--- src/rtl/iseq_fifo_reader_pkg.sv ---
// Shared definitions for the instruction-sequence FIFO reader: opcode field
// position, the END_ISEQ terminator opcode and the reader state encoding.
package iseq_fifo_reader_pkg;

  localparam int INSTR_W = 32;
  localparam int OPC_HI  = 31;
  localparam int OPC_LO  = 28;

  localparam logic [3:0] END_ISEQ = 4'hF;

  typedef enum logic [1:0] {
    ST_IDLE  = 2'd0,
    ST_RUN   = 2'd1,
    ST_DRAIN = 2'd2
  } state_e;

  function automatic logic is_end_iseq(input logic [INSTR_W-1:0] word);
    return word[OPC_HI:OPC_LO] == END_ISEQ;
  endfunction

endpackage

--- src/rtl/iseq_fifo_reader.sv ---
// Reads an instruction sequence alternately from two FWFT FIFOs and hands the
// words to the command issue stage. Define ISEQ_CNT_EN to get the dispatch counter.
module iseq_fifo_reader
  import iseq_fifo_reader_pkg::*;
#(
  parameter int CNT_W = 16
) (
  input  logic             clk,
  input  logic             rst,
  input  logic             process_iseq,
  input  logic             instr0_fifo_empty,
  input  logic             instr1_fifo_empty,
  input  logic [31:0]      instr0_fifo_data,
  input  logic [31:0]      instr1_fifo_data,
  output logic             instr0_fifo_rd_en,
  output logic             instr1_fifo_rd_en,
  output logic             dispatcher_ready,
  output logic             instr_valid,
  output logic [31:0]      instr_data,
  input  logic             instr_ack,
  output logic             seq_err,
  output logic [CNT_W-1:0] iseq_cnt
);

  state_e      state_q, state_d;
  logic        sel_q, sel_d;
  logic        valid_q, valid_d;
  logic [31:0] data_q, data_d;
  logic        err_q, err_d;
  logic        ready_q, ready_d;

  logic        out_free;
  logic        head_empty;
  logic [31:0] head_data;
  logic        head_is_end;
  logic        pop;
  logic        start_seq;
  logic        end_seq;

  // The output register can take a new word if it is empty or being acked now.
  assign out_free    = !valid_q || instr_ack;
  assign head_empty  = sel_q ? instr1_fifo_empty : instr0_fifo_empty;
  assign head_data   = sel_q ? instr1_fifo_data  : instr0_fifo_data;
  assign head_is_end = is_end_iseq(head_data);
  assign start_seq   = (state_q == ST_IDLE)  && (state_d == ST_RUN);
  assign end_seq     = (state_q == ST_DRAIN) && (state_d == ST_IDLE);

  always_ff @(posedge clk) begin
    if (!rst) state_q <= ST_IDLE;
    else      state_q <= state_d;
  end

  always_comb begin
    state_d = state_q;
    case (state_q)
      ST_IDLE:  if (process_iseq) state_d = ST_RUN;
      ST_RUN: begin
        if (head_empty)                   state_d = ST_DRAIN;
        else if (out_free && head_is_end) state_d = ST_DRAIN;
      end
      ST_DRAIN: if (out_free) state_d = ST_IDLE;
      default:  state_d = ST_IDLE;
    endcase
  end

  // Pop strobes are gated by reset so an aborted sequence never pops again.
  always_comb begin
    pop               = rst && (state_q == ST_RUN) && !head_empty && out_free;
    instr0_fifo_rd_en = pop && !sel_q;
    instr1_fifo_rd_en = pop && sel_q;
  end

  always_comb begin
    sel_d   = sel_q;
    valid_d = valid_q;
    data_d  = data_q;
    err_d   = err_q;
    ready_d = (state_d == ST_IDLE);
    if (start_seq)  sel_d = 1'b0;
    else if (pop)   sel_d = ~sel_q;
    if (pop && !head_is_end) begin
      valid_d = 1'b1;
      data_d  = head_data;
    end else if (instr_ack) begin
      valid_d = 1'b0;
    end
    if (end_seq && (!instr0_fifo_empty || !instr1_fifo_empty)) err_d = 1'b1;
  end

  always_ff @(posedge clk) begin
    if (!rst) begin
      sel_q   <= 1'b0;
      valid_q <= 1'b0;
      data_q  <= '0;
      err_q   <= 1'b0;
      ready_q <= 1'b0;
    end else begin
      sel_q   <= sel_d;
      valid_q <= valid_d;
      data_q  <= data_d;
      err_q   <= err_d;
      ready_q <= ready_d;
    end
  end

  assign instr_valid      = valid_q;
  assign instr_data       = data_q;
  assign seq_err          = err_q;
  assign dispatcher_ready = ready_q;

`ifdef ISEQ_CNT_EN
  logic [CNT_W-1:0] cnt_q, cnt_d;

  // Counts accepted words; saturates rather than wrapping.
  always_comb begin
    cnt_d = cnt_q;
    if (start_seq)
      cnt_d = '0;
    else if (valid_q && instr_ack && (cnt_q != {CNT_W{1'b1}}))
      cnt_d = cnt_q + {{(CNT_W-1){1'b0}}, 1'b1};
  end

  always_ff @(posedge clk) begin
    if (!rst) cnt_q <= '0;
    else      cnt_q <= cnt_d;
  end

  assign iseq_cnt = cnt_q;
`else
  assign iseq_cnt = '0;
`endif

endmodule

--- config.mk ---
export PLATFORM = sky130hd
export DESIGN_NAME = iseq_fifo_reader
export DESIGN_NICKNAME = d
export VERILOG_FILES = /design/src/rtl/iseq_fifo_reader_pkg.sv /design/src/rtl/iseq_fifo_reader.sv
export SDC_FILE = /design/constraint.sdc
export NUM_CORES = 1
export LEC_CHECK = 0
export CORE_ASPECT_RATIO = 0.7
export CORE_MARGIN = 4
export CORE_UTILIZATION = 54
export CTS_CLUSTER_SIZE = 28
export DETAILED_ROUTE_END_ITERATION = 8
export DONT_BUFFER_PORTS = 1
export PLACE_DENSITY_LB_ADDON = 0.25
export SLEW_MARGIN = 10
export SYNTH_ARGS = -nofsm -noshare
export SYNTH_HDL_FRONTEND = slang
export SYNTH_SLANG_ARGS = --single-unit
--- constraint.sdc ---
create_clock -name clk -period 3.9 [get_ports clk]
set_clock_uncertainty 0.1 [all_clocks]
set_input_delay 0.39 -clock clk [delete_from_list [all_inputs] [get_ports clk]]
set_output_delay 0.39 -clock clk [all_outputs]
set_load 0.02 [all_outputs]
==> results of run 1 <==
layer usage:
| metal | part of all wire | GRT usage | vias to the layer above |
|---|---|---|---|
| li1 | - | - | 620 |
| met1 | 0.37 | 0.1911 | 587 |
| met2 | 0.49 | 0.2937 | 84 |
| met3 | 0.13 | 0.08385 | 5 |
| met4 | 0.0093 | 0.06618 | 0 |
| met5 | 0 | 0 | - |
power by group:
group	internal [uW]	switching, uW
Sequential	406	32.5
Clock	136	120
Combinational	30.4	40.9
Total	573	194
per-stage QoR:
stage / std cells / instance area (sq um) / power, uW / hold slack (ns) / worst slack, ns
floorplan: 206 / 1984 / 526.2 / 0.4325 / 1.977
global placement: 227 / 1864 / 515.5 / 0.4135 / 1.461
detailed placement: 227 / 1864 / 519.5 / 0.4122 / 1.355
CTS: 233 / 1947 / 775.6 / 0.1230 / 1.345
global route: 233 / 1947 / 802.0 / 0.1214 / 1.213
finish: 233 / 1947 / 766.6 / 0.1395 / 1.359
sequential cells by signal, summed over array words and instances (netlist names):
| register | cells |
|---|---|
| dispatcher_ready | 1 |
| instr_valid | 1 |
| sel_q | 1 |
| instr_data | 32 |
| seq_err | 1 |
| state_q | 2 |
logic make-up after synthesis:
kind of cell / share of synthesized area
other: 0.001945
AND/OR/NAND/NOR: 0.1291
flip-flops: 0.3945
buffers and inverters: 0.1032
multiplexers: 0.3206
AO/OA/AOI/OAI: 0.05062
worst paths after layout:
path	cells after the start	endpoint	slack, ns
min reg2reg	2	instr_data[11]	0.46
min	1	seq_err	0.14
max reg2reg	5	instr_data[23]	1.36
max	5	instr_data[23]	1.36
area by class of cell:
cell class / instances / area (sq um)
multi-input cells: 138 / 1025
clock buffers: 6 / 82.58
inverters: 3 / 11.26
flip-flops and latches: 38 / 762.0
well taps: 47 / 58.81
fillers: 292 / 1329
repair buffers: 1 / 7.507
synth_stat cells:
master | instances | area share
mux2i_1 | 58 | 0.30
dfxtp_1 | 38 | 0.39
nand2_1 | 31 | 0.060
buf_4 | 17 | 0.066
clkbuf_1 | 7 | 0.014
buf_6 | 3 | 0.018
inv_1 | 3 | 0.0058
o221a_2 | 3 | 0.018
a21oi_1 | 2 | 0.0052
mux2_2 | 2 | 0.012
nand2b_1 | 2 | 0.0065
nand3_1 | 2 | 0.0052
nand4_1 | 2 | 0.0065
nor2b_1 | 2 | 0.0065
a2111oi_0 | 1 | 0.0045
a21boi_1 | 1 | 0.0039
a21o_1 | 1 | 0.0039
and3b_1 | 1 | 0.0045
conb_1 | 1 | 0.0019
mux2_4 | 1 | 0.0078
nand3b_1 | 1 | 0.0039
nand3b_4 | 1 | 0.010
nor2_1 | 1 | 0.0019
nor3_1 | 1 | 0.0026
nor3b_1 | 1 | 0.0039
o21a_1 | 1 | 0.0039
o21ai_0 | 1 | 0.0026
o311a_1 | 1 | 0.0052
o31ai_1 | 1 | 0.0039
or2_2 | 1 | 0.0032
or3_1 | 1 | 0.0032
or3_4 | 1 | 0.0058
or3b_2 | 1 | 0.0045
worst max-delay path: stages (launching register included):
cell	delay (ns)
dfxtp_2	0.31
buf_4	0.45
mux2_4	0.37
or3_4	0.35
nand3b_4	0.52
mux2i_1	0.31
==> metrics.txt, run 1 <==
TritonCTS clock tree done; most common cell after layout, fill and taps aside mux2i_1; die area between 0.004 and 0.005 sq mm; DRC Markers 0; number of antenna diodes 0; total track usage 0.1743; Clock Sink Count 38; CTS H-tree depth 2; Initial DRT Pass Iterations 4; Least-Margin Pin Slew ~0.77 ns; Reg clk slew, reported paths around 0.070 ns; worst skew pair latency ~0.28 ns; hold_sp rst; Iteration-0 DRC Markers between 70 and 80; crit start category flip-flop; WP data arrival ~2.6 ns; CP endpoint kind flip-flop; Final Cycle Share 0.6515; IO Port Bufs 0; Die Y around 58 um; #FFs+latches synth 38; clk root buf clkbuf_8; Critical R2R Launch sel_q; pwr/cell area about 390 mW/mm^2; ANT nets after route 0; layout cell share with drive strength beyond 1 0.09677; total grt overflow 0; Final Hold Viols 0; CP startpoint sel_q; Final Critical Period around 2.5 ns; post-DP HPWL roughly 3100 um; Max Clk Rate slightly below 0.4 GHz; Rows 17; post_cts resized 0; number of setup violations in the final report 0; Max rail drop VDD between 200 and 250 uV; first-pass GRT wire length 6216 um; CTS hold repair buffers 0; Syn Area/Cell 10.09 sq um; Core Box Area 0.003276 sq mm; nets roughly 260; vias in the first global route around 1.3k; Num CTS Buffers 5; post-synthesis sequential area ratio 0.3945; CP max FO 37; status finished clean; Critical Path RT roughly 4.0 ns; slew margin rel. 0.4889; MaxCap Viol Count 0; pin count of the biggest net entering global routing 39; synthesized instance count 191; CTS Buffer Depth 2; starting density of the core 0.5886; commonest cells after routing, fill and taps aside mux2i_1 (58), dfxtp_1 (37), nand2_1 (31), conb_1 (16), clkbuf_8 (6); Netlist cell types 33; kind of critical path reg -> reg; Synth Warn # 0; Post-Syn Area approximately 0.0019 sq mm; DR WL/cell about 18 um; via count ~1.3k; vias per inst roughly 5.6; RSZ-0062 raised after global routing false; fin util 0.5943; die width ~79 um; Leak Pwr approximately 0.00089 uW; fin. max-slew vios 0; Final GP Congestion 0.6633; Total Wirelength 4085 um; Sum Neg Setup Slack 0 ns; min-delay worst type in -> reg; initial antenna violation count 0; Post-CTS Setup Bufs 0; Area growth syn-to-layout 0.9735%; total I/O pin count between 100 and 150
(Power assumes the default switching activity.)
==> inputs of run 2 (changes only) <==
--- a/config.mk
+++ b/config.mk
@@ -5,6 +5,7 @@
 export SDC_FILE = /design/constraint.sdc
 export NUM_CORES = 1
 export LEC_CHECK = 0
+export ABC_AREA = 1
 export CORE_ASPECT_RATIO = 0.7
 export CORE_MARGIN = 4
 export CORE_UTILIZATION = 54
==> constraint.sdc (replaced) <==
create_clock -name clk -period 2.3 [get_ports clk]
set_clock_uncertainty 0.1 [all_clocks]
set_input_delay 0.23 -clock clk [delete_from_list [all_inputs] [get_ports clk]]
set_output_delay 0.23 -clock clk [all_outputs]
set_load 0.02 [all_outputs]
==> run 2 against run 1 <==
  * Via count rose by 43%
  * Hold slack worse by 0.098 ns
  * Synthesized area increased by 5.2%
  * Sequential share of layout area is 2.7 points lower
  * Clock power up 84%
==> metrics.txt, run 2 <==
Buf/Inv on CP 5; Reg-to-Reg End instr_data[21]; crit start category flip-flop; pin count of the biggest net entering global routing 34; Area growth syn-to-layout 2.838%; ys async rst share 0; Post-Syn Area 0.002028 sq mm; total track usage 0.2017; Die Y between 50 and 60 um; commonest cells after routing, fill and taps aside nand2_1 (139), dfxtp_1 (38), a21oi_1 (37), nand3_1 (34), inv_1 (17); Total Wirelength 4777 um; CP delay by family, top buffers and inverters; kind of critical path reg -> out; MaxCap Viol Count 0; Reg clk slew, reported paths approximately 0.070 ns; Max rail drop VDD roughly 350 uV; number of setup violations in the final report 0; post_cts resized 0; Core Box Area roughly 0.0036 sq mm; Final Critical Period 2.052 ns; CTS H-tree depth 2; TritonCTS clock tree done; synthesized instance count about 320; FF-to-FF path depth 8; vias per inst 5.043; clk root buf clkbuf_8; number of antenna diodes 0; Initial DRT Pass Iterations 4; RSZ-0062 raised after global routing false; CP startpoint instr_valid; Area contributors post-synth dfxtp_1 (38%), nand2_1 (26%), a21oi_1 (9.1%); Synth Warn # 0; #FFs+latches synth 38; worst hold stages 3; CP max FO 18; Worst path most repeated cell inv_1; crit path cell chain inv_1 > nor2_1 > inv_1 > nand3_1 > nor2_2 > buf_4 > inv_1 > nor2_1 > buf_4; top_reg_cell synth dfxtp_1; fin. max-slew vios 0; Max Clk Rate a little under 0.5 GHz; max reg flops 32; layout cell share with drive strength beyond 1 0.06918; status finished clean; total grt overflow 0; nets slightly below 400; filler instances 372; starting density of the core 0.5700; Critical Path RT between 1.5 and 2 ns; Clock Sink Count 38; CP endpoint kind primary output; Netlist cell types 16; DR WL/cell 12.98 um; Sum Neg Setup Slack 0 ns; die width just over 80 um; Iteration-0 DRC Markers 82; most common cell after layout, fill and taps aside nand2_1; Rows 18; Least-Margin Pin Slew roughly 0.54 ns; WP data arrival between 1.5 and 2 ns; top cell types by occurrence after synthesis nand2_1 (139), dfxtp_1 (38), a21oi_1 (37); DRC Markers 0; vias in the first global route around 1.7k; post-synthesis sequential area ratio 0.3751; first-pass GRT wire length around 7400 um; hold_sp instr0_fifo_empty; Worst path max stage delay ~0.38 ns; pwr/cell area 638.2 mW/mm^2; EDFF count, synth 0; ANT nets after route 0; Final Hold Viols 0; Slowest cell on crit path dfxtp_1; CTS Buffer Depth 2; Syn Area/Cell about 6.3 sq um; IO Port Bufs 0; slew margin rel. 0.6403; Hold Path End seq_err; post-DP HPWL about 3400 um; Tot Pwr roughly 1300 uW; Final GP Congestion 0.7930; worst setup margin 0.2480 ns; initial antenna violation count 0; Num CTS Buffers 5; die area approximately 0.0048 sq mm; R2R Setup Slk about 0.49 ns; via count 1856; min-delay worst type in -> reg; Final Cycle Share 0.8922; most frequent cell after synthesis nand2_1; total I/O pin count around 120; dpl ws approximately 0.5 ns; worst skew pair latency roughly 0.29 ns; Leak Pwr 0.0009511 uW; cell taking the most area after synthesis dfxtp_1; Synth top area share 0.3751; Critical R2R Launch sel_q
run 2: changes by cell type after synthesis, moves of 3 or more:
cell,delta
a21oi_1,+35
buf_2,+6
buf_4,+3
inv_1,+14
mux2i_1,-58
nand2_1,+108
nand2_2,+3
nand3_1,+32
nor2_1,+10
nor2_2,+3
o221a_2,-3
run 2: where the power goes:
group	total, uW	switching [uW]	internal (uW)
clock network	470	228	242
logic	151	107	43.8
registers	711	33.4	677
total	1330	368	963
run 2: kinds of logic (layout without fill, tap and decap cells):
group,after synthesis,in the layout,share of synthesized area
compound gates,38,38,0.09377
buf+inv,54,36,0.1493
flops,38,38,0.3751
other cells,1,16,0.001849
simple gates,190,190,0.3800
run 2: worst max-delay path by stage:
stage,endpoint,slack (ns),cells past startpoint
CTS,instr1_fifo_rd_en,0.24,9
finish,instr1_fifo_rd_en,0.25,9
detailed placement,instr_data[18],0.50,8
floorplan,instr1_fifo_rd_en,0.72,8
global route,instr1_fifo_rd_en,0.12,9
global placement,instr_data[0],0.52,8
run 2: area by class of cell:
type / count / area (sq um) / share of cell area
Clock buffer: 7 / 86.33 / 0.04139
Clock inverter: 1 / 5.005 / 0.002400
Inverter: 18 / 70.07 / 0.03359
Multi-Input combinational cell: 244 / 1021 / 0.4895
Sequential cell: 38 / 760.7 / 0.3647
Tap cell: 50 / 62.56 / 0.02999
Timing Repair Buffer: 10 / 80.08 / 0.03839
run 2: per-stage QoR:
stage,std cells,area (sq um),util,hold WS (ns)
CTS,368,2086,0.5861,0.03741
finish,368,2086,0.5861,0.04097
floorplan,336,2085,-,0.2508
global placement,358,1974,0.5549,0.2604
detailed placement,358,1974,0.5549,0.2602
global route,368,2086,0.5861,0.06972
run 2: what timing repair did:
action / in CTS / in global routing
hold endpoints to repair: 6 / 0
setup buffers: 0 / 0
hold buffers: 2 / 0
run 2: worst reg2reg max path, delay by kind of cell, from the launching register on:
family	cells	cell delay (ns)
compound gates	1	0.15
buf+inv	1	0.22
flops	1	0.36
simple gates	6	0.89
run 2: metal layers:
metal	part of all wire	track usage	vias up	wire length [um]
li1	-	-	959	-
met1	0.44	0.2430	822	2090
met4	0.0092	0.05060	0	44
met3	0.11	0.08967	7	511
met5	0	0	-	0
met2	0.45	0.3310	68	2131
==> inputs of run 3 (changes only) <==
--- a/config.mk
+++ b/config.mk
@@ -7,12 +7,11 @@
 export LEC_CHECK = 0
 export ABC_AREA = 1
 export CORE_ASPECT_RATIO = 0.7
-export CORE_MARGIN = 4
 export CORE_UTILIZATION = 54
 export CTS_CLUSTER_SIZE = 28
 export DETAILED_ROUTE_END_ITERATION = 8
 export DONT_BUFFER_PORTS = 1
-export PLACE_DENSITY_LB_ADDON = 0.25
+export PLACE_DENSITY = 0.72
 export SLEW_MARGIN = 10
 export SYNTH_ARGS = -nofsm -noshare
 export SYNTH_HDL_FRONTEND = slang
==> run 3 against run 2 <==
  * Register-to-register slack about the same
  * Via count down 2.1%
  * Final cell count down 0.54%
  * Sequential power about the same
  * Critical path type unchanged
  * Largest cell class unchanged
  * Highest routed layer unchanged
  * Die area down 17%
  * Routed wire length down 7.5%
  * Combinational power about the same
  * Largest power group unchanged
  * Clock power about the same
  * Utilization down 0.49 points
  * Non-clock buffer count down 2
==> metrics.txt, run 3 (same netlist as run 2, synthesis figures left out) <==
status finished clean; switching fraction of total power 0.2744; Total Wirelength about 4400 um; IO Port Bufs 0; Max rail drop VDD between 300 and 400 uV; total I/O pin count between 100 and 150; Area growth syn-to-layout 1.974%; number of antenna diodes 0; Clock Sink Count 38; Die Y 53.28 um; commonest cells after routing, fill and taps aside nand2_1 (139), dfxtp_1 (38), a21oi_1 (37), nand3_1 (34), inv_1 (17); filler instances 375; worst skew pair latency about 0.28 ns; CTS Buffer Depth 2; max reg flops 32; via count about 1.8k; Reg clk slew, reported paths 0.07 ns; area occupied by multi-input gates about 0.001 sq mm; Rows 18; Sum Neg Setup Slack 0 ns; CP endpoint kind primary output; Final GP Congestion 0.7738; Power Internal ~960 uW; Clk pwr share 0.352; Final Hold Viols 0; slew margin rel. 0.6349; Max Clk Rate between 0.4 and 0.5 GHz; WP data arrival 1.76 ns; sequential cell area roughly 760 sq um; first-pass GRT wire length 6382 um; Post-CTS Setup Bufs 0; layout cell share with drive strength beyond 1 0.06646; Iteration-0 DRC Markers 74; Flop pwr share 0.536; post-DP HPWL between 3000 and 4000 um; CP startpoint sel_q; pwr/cell area between 600 and 700 mW/mm^2; ANT nets after route 0; pin count of the biggest net entering global routing 35; Num CTS Buffers 5; Critical R2R Launch sel_q; total grt overflow 0; clk root buf clkbuf_8; CTS H-tree depth 2; post_cts resized 0; starting density of the core 0.5700; Final Critical Period between 2 and 2.5 ns; Comb power frac 0.111; vias in the first global route approximately 1.4k; total track usage 0.2183; Initial DRT Pass Iterations 4; kind of critical path reg -> out; TritonCTS clock tree done; Final Cycle Share 0.9081; nets about 390; Leak Pwr between 0.0009 and 0.001 uW; most common cell after layout, fill and taps aside nand2_1; MaxCap Viol Count 0; crit start category flip-flop; crit path capture instr1_fifo_rd_en; CP max FO 15; die area between 0.004 and 0.005 sq mm; number of setup violations in the final report 0; RSZ-0062 raised after global routing false; min-delay worst type in -> reg; DRC Markers 0; die width around 75 um; initial antenna violation count 0; NetSw roughly 360 uW; FF-to-FF path depth 8; vias per inst between 4 and 5; Critical Path RT a little under 2 ns; Core Box Area around 0.0036 sq mm; DR WL/cell roughly 12 um; fin. max-slew vios 0; fin util 0.5812; R2R Setup Slk 0.49 ns; Least-Margin Pin Slew approximately 0.55 ns; Reg-to-Reg End instr_data[12]
==> run 3: cell types whose count changed in the layout (fill, tap and decap cells not counted) <==
cell and change:
dlygate4sd3_1 -1, buf_4 -1
==> run 3: final cells by class <==
class                   instances  area share
clock buffers                   7     0.04174
clock inverters                 1    0.002420
inverters                      18     0.03388
multi-input cells             244      0.4936
flip-flops and latches         38      0.3678
well taps                      50     0.03025
repair buffers                  8     0.03025
==> run 3: worst min-delay path by stage <==
| stage | from | endpoint | slack (ns) | cells past startpoint |
|---|---|---|---|---|
| finish | rst | sel_q | 0.007 | 2 |
| CTS | rst | sel_q | 0.003 | 2 |
| detailed placement | rst | instr_data[30] | 0.26 | 2 |
| floorplan | rst | instr_data[30] | 0.25 | 2 |
| global route | rst | sel_q | 0.01 | 2 |
| global placement | rst | instr_data[30] | 0.26 | 2 |
==> run 3: routing by layer <==
metal  track usage  vias up  share of wire
met5             0        -              0
met4       0.09877        0         0.0066
met3       0.08952        4          0.097
met2        0.3453       84           0.42
met1        0.2596      773           0.47
li1              -      956              -
==> run 3: through the flow <==
step	std cells	total power [uW]	hold WS, ns	setup slack (ns)	cell area (sq um)
6_report	366	1325	0.006879	0.2113	2068
5_1_grt	366	1391	0.009804	0.05710	2068
4_1_cts	366	1336	0.003211	0.1932	2068
3_5_place_dp	357	872.1	0.2595	0.4866	1967
3_3_place_gp	357	869.1	0.2601	0.5500	1967
2_1_floorplan	336	871.6	0.2508	0.7184	2085
==> run 3: power by group through the flow <==
stage / logic, uW / registers, uW / clock network, uW
2_1_floorplan: 150 / 722 / 0
3_3_place_gp: 143 / 726 / 0
3_5_place_dp: 146 / 726 / 0
4_1_cts: 149 / 711 / 477
5_1_grt: 170 / 712 / 508
6_report: 148 / 710 / 467
==> run 3: critical path, cell delays in order (launching register included) <==
cell and delay [ns]:
dfxtp_1 0.35, buf_4 0.19, nand2_1 0.05, o21ai_0 0.14, nor2_2 0.20, buf_4 0.23
inv_1 0.08, nor2_1 0.09, buf_4 0.15
==> run 3: repair_timing <==
| action | in CTS | in global routing |
|---|---|---|
| endpoints found under the setup margin | 0 | 0 |
| hold buffers | 1 | 0 |
| endpoints found under the hold margin | 4 | 0 |
